--- src/rtl/sbox_share_encoder_2om.sv ---
// Second-order masking front end: splits each accepted byte into three Boolean
// shares using a 32-step leap-ahead Galois LFSR, plus a 6-bit fresh-randomness word.
module sbox_share_encoder_2om #(
    parameter int unsigned WIDTH         = 8,
    parameter logic [31:0] LFSR_POLY     = 32'h8020_0003,
    parameter logic [31:0] SEED_DEFAULT  = 32'hACE1_2468,
    parameter int unsigned RESEED_PERIOD = 1024
) (
    input  logic             clk,
    input  logic             rst_n,
    input  logic             in_valid,
    output logic             in_ready,
    input  logic [WIDTH-1:0] in_data,
    input  logic             seed_load,
    input  logic [31:0]      seed,
    output logic             out_valid,
    input  logic             out_ready,
    output logic [WIDTH-1:0] x1,
    output logic [WIDTH-1:0] x2,
    output logic [WIDTH-1:0] x3,
    output logic [5:0]       r,
    output logic             reseed_req
);

    localparam int unsigned CW = $clog2(RESEED_PERIOD + 1);
    localparam logic [CW-1:0] CNT_MAX  = CW'(RESEED_PERIOD);
    localparam logic [CW-1:0] CNT_LAST = CW'(RESEED_PERIOD - 1);

    logic [31:0]      lfsr;
    logic [31:0]      lfsr_next;
    logic [CW-1:0]    cnt;
    logic [WIDTH-1:0] m1;
    logic [WIDTH-1:0] m2;
    logic [5:0]       rr;
    logic             acc;

    // Advance 32 single Galois steps so consecutive draws share no state bits.
    function automatic logic [31:0] lfsr_leap(input logic [31:0] s);
        logic [31:0] v;
        v = s;
        for (int unsigned i = 0; i < 32; i++) begin
            v = v[0] ? ((v >> 1) ^ LFSR_POLY) : (v >> 1);
        end
        return v;
    endfunction

    always_comb begin
        lfsr_next = lfsr_leap(lfsr);
        m1        = lfsr[WIDTH-1:0];
        m2        = lfsr[2*WIDTH-1:WIDTH];
        rr        = lfsr[21:16];
    end

    assign in_ready = !seed_load && (!out_valid || out_ready);
    assign acc      = in_valid && in_ready;

    always_ff @(posedge clk) begin
        if (!rst_n) begin
            lfsr       <= SEED_DEFAULT;
            out_valid  <= 1'b0;
            x1         <= '0;
            x2         <= '0;
            x3         <= '0;
            r          <= '0;
            cnt        <= '0;
            reseed_req <= 1'b0;
        end else if (seed_load) begin
            lfsr       <= (seed == '0) ? SEED_DEFAULT : seed;
            out_valid  <= 1'b0;
            cnt        <= '0;
            reseed_req <= 1'b0;
        end else if (acc) begin
            // Mask applied before the second share so no unmasked value is formed.
            x1        <= (in_data ^ m1) ^ m2;
            x2        <= m1;
            x3        <= m2;
            r         <= rr;
            out_valid <= 1'b1;
            lfsr      <= lfsr_next;
            if (cnt != CNT_MAX) begin
                cnt <= cnt + 1'b1;
            end
            if (cnt == CNT_LAST) begin
                reseed_req <= 1'b1;
            end
        end else if (out_valid && out_ready) begin
            out_valid <= 1'b0;
        end
    end

endmodule
--- config.mk ---
export PLATFORM = sky130hd
export DESIGN_NAME = sbox_share_encoder_2om
export DESIGN_NICKNAME = d
export VERILOG_FILES = /design/src/rtl/sbox_share_encoder_2om.sv
export SDC_FILE = /design/constraint.sdc
export NUM_CORES = 1
export LEC_CHECK = 0
export BUFFER_PORTS_ARGS = -buffer_cell sky130_fd_sc_hd__buf_2
export CELL_PAD_IN_SITES_DETAIL_PLACEMENT = 2
export CELL_PAD_IN_SITES_GLOBAL_PLACEMENT = 2
export CORE_MARGIN = 5
export CORE_UTILIZATION = 37
export CTS_BUF_LIST = sky130_fd_sc_hd__clkbuf_16
export DETAILED_ROUTE_END_ITERATION = 16
export GPL_ROUTABILITY_DRIVEN = 0
export HOLD_SLACK_MARGIN = 0.05
export PLACE_DENSITY_LB_ADDON = 0.1
export SLEW_MARGIN = 20
export SYNTH_ARGS = -nofsm -noshare
export SYNTH_HDL_FRONTEND = slang
export SYNTH_SLANG_ARGS = --single-unit
export TNS_END_PERCENT = 30
--- constraint.sdc ---
create_clock -name clk -period 10.4 [get_ports clk]
set_input_delay 1.56 -clock clk [delete_from_list [all_inputs] [get_ports clk]]
set_output_delay 1.56 -clock clk [all_outputs]
set_load 0.02 [all_outputs]
==> results by group <==
Logic synthesis
  • Async SR Flop Fraction: 0
  • Area leader, netlist: dfxtp_1
  • Commonest register cell after synthesis: dfxtp_1
  • Synth top area share: 0.317
  • Synth Instances: around 530
  • Sequential share of the synthesized area: 0.317
  • Avg Cell Area, Syn: about 9.0 µm²
  • Yosys warns: 0
  • Most common cell in the netlist: xnor2_1
  • Post-synthesis cell area: around 0.0047 mm²
  • Synth Register Bits: 75
  • Yosys cell types: 50
  • EDFF count, synth: 0
  • Commonest cells post-synth: 90 x xnor2_1, 89 x nand2_1, 75 x dfxtp_1
  • Largest cells by area after synthesis: dfxtp_1 32%, xnor2_1 17%, nand2_1 7.0%, xor2_1 5.4%, a21boi_0 4.8%
  • Mapped Nets: ~570

Placement
  • HPWL Detailed: 11,600 µm
  • PortBufs: a little under 80

Final layout
  • Antenna Cells: 0
  • Final Net Count: 630
  • Fraction of layout cells with a size suffix above 1: 0.199
  • Register area: 0.00150 mm²
  • Synthesis-to-finish area growth: 15.7%
  • Fill count: 1,448
  • Area of the multi-input gates: slightly above 0.003 mm²
  • Layout Utilization: 0.436

Global routing
  • First-pass GRT wire length: ~25,000 µm
  • Antenna violations before repair: 0
  • Vias in the first global route: around 4,500
  • Congestion Overflow GR: 0
  • Pin count of the biggest net entering global routing: 64
  • GRT Overall Usage: 0.220

Timing
  • Worst Skew: around 7.1 ps
  • Pins Over Slew Limit: 0
  • Final min period: about 4000 ps
  • Setup_tns: 0 ps
  • Period utilization: 0.384
  • Final number of hold-violating endpoints: 0
  • Unrepaired setup endpoints after global routing: false
  • Final setup fails: 0
  • Slew @ Worst Pin: roughly 780 ps
  • Max Freq: 250 MHz
  • Max_slew headroom: 0.479

CTS
  • Htree depth: 3
  • CTS tree: yes
  • Clk sinks: between 70 and 80
  • CTS resizes: 0
  • Worst-Skew Late Latency: 340 ps
  • Clock Path Buffers: 2
  • Reg clk slew, reported paths: approximately 60 ps
  • Hold_buf cts: 0
  • Inserted Clock Buffers: 9
  • Clk root buf: clkbuf_16
  • Postcts setup bufs: 0

Drt
  • Iter 0 DRT Violations: a little under 200
  • Post-DR vias/cell: 5.24
  • WL/cell: approximately 21 µm
  • Drt first pass iters: 4
  • Routed wire length: 15,900 µm
  • Routed Antenna Nets: 0
  • Via count: 3,980
  • DRC violations left: 0

Die
  • Starting Density: 0.377
  • Core footprint: ~0.013 mm²
  • Die Y: ~120 µm
  • Die area: around 0.015 mm²
  • Rows: 41
  • # IOs: between 70 and 80
  • Die X: 123 µm

Status
  • Status: finished, final reports clean

Setup path
  • CP Launch Type: flip-flop
  • Crit Path Max Fanout: 10
  • Critical Path AT: 4210 ps
  • Reg2reg path depth: 8
  • Crit path capture type: flip-flop
  • R2r setup slk: 6400 ps
  • Critical Path RT: ~11,000 ps
  • CP Class: reg -> reg

Worst hold path
  • WHS Path Cells: 2
  • Hold WC Path Type: reg -> reg

Job
  • Maxcap violations: 0
## metrics by stage
step / hold slack (ps) / cells / cell area [µm²] / setup WS (ps)
3_3_place_gp: 445 / 744 / 5170 / 6280
4_1_cts: 471 / 760 / 5480 / 6380
2_1_floorplan: 451 / 526 / 4740 / 6670
6_report: 468 / 760 / 5480 / 6400
5_1_grt: 493 / 760 / 5480 / 6300
3_5_place_dp: 463 / 744 / 5170 / 6180
## area by class of cell
type | count | area share
clock buffers | 9 | 0.0411
repair buffers | 81 | 0.0757
clock inverters | 7 | 0.0153
flip-flops and latches | 75 | 0.274
well taps | 172 | 0.0392
inverters | 3 | 0.00205
multi-input cells | 413 | 0.553
## final timing paths
path         startpoint       to
min reg2reg        r[0]     r[0]
min                r[0]     r[0]
max             lfsr[1]  lfsr[1]
max reg2reg     lfsr[1]  lfsr[1]
## worst max-delay path, cell delays in order, from the launching register on
cell and delay (ps):
dfxtp_1 720, xnor3_1 570, xor3_2 450, xnor3_2 520
xnor2_1 300, xnor3_2 610, and3_1 210, a2111oi_2 360
nand3_1 120
## registers in the layout, indices dropped and copies added (netlist names)
| register | count |
|---|---|
| out_valid | 1 |
| r | 6 |
| x1 | 8 |
| lfsr | 32 |
| x2 | 8 |
| reseed_req | 1 |
| x3 | 8 |
| cnt | 11 |
## metal layers
metal	vias to the layer above	wire, µm	share of wire	GRT usage
met3	22	658	0.041	0.0384
met2	85	8100	0.51	0.393
met1	1973	6710	0.42	0.262
met5	-	0	0	0
met4	0	391	0.025	0.0830
li1	1900	-	-	-
## cell families (layout without fill, tap and decap cells)
family          count (synthesis)  after routing  synth area share
xor+xnor                      140            140             0.325
flops                          75             75             0.317
simple gates                  171            171             0.162
compound gates                 99             99             0.144
buf+inv                        38            100            0.0449
fa+ha+maj                       2              2           0.00528
mux                             1              1           0.00211
## layout by cell type, fill, tap and decap left out, drive strengths merged, types with 4 or more instances in the layout
cell type / count
o211a: 4
nor2b: 4
nand4: 8
nor3: 6
dfxtp: 75
nor2: 29
clkbuf: 9
nand3: 8
a21boi: 30
nand2: 89
clkinv: 5
xnor3: 10
a21oi: 18
nor4: 13
o21ai: 22
o211ai: 4
or3: 4
o2111ai: 5
buf: 81
xnor2: 95
xor2: 30
xor3: 5
Power is not shown: default switching activity piles up to over one toggle a cycle in this logic, so the estimate is an artifact.
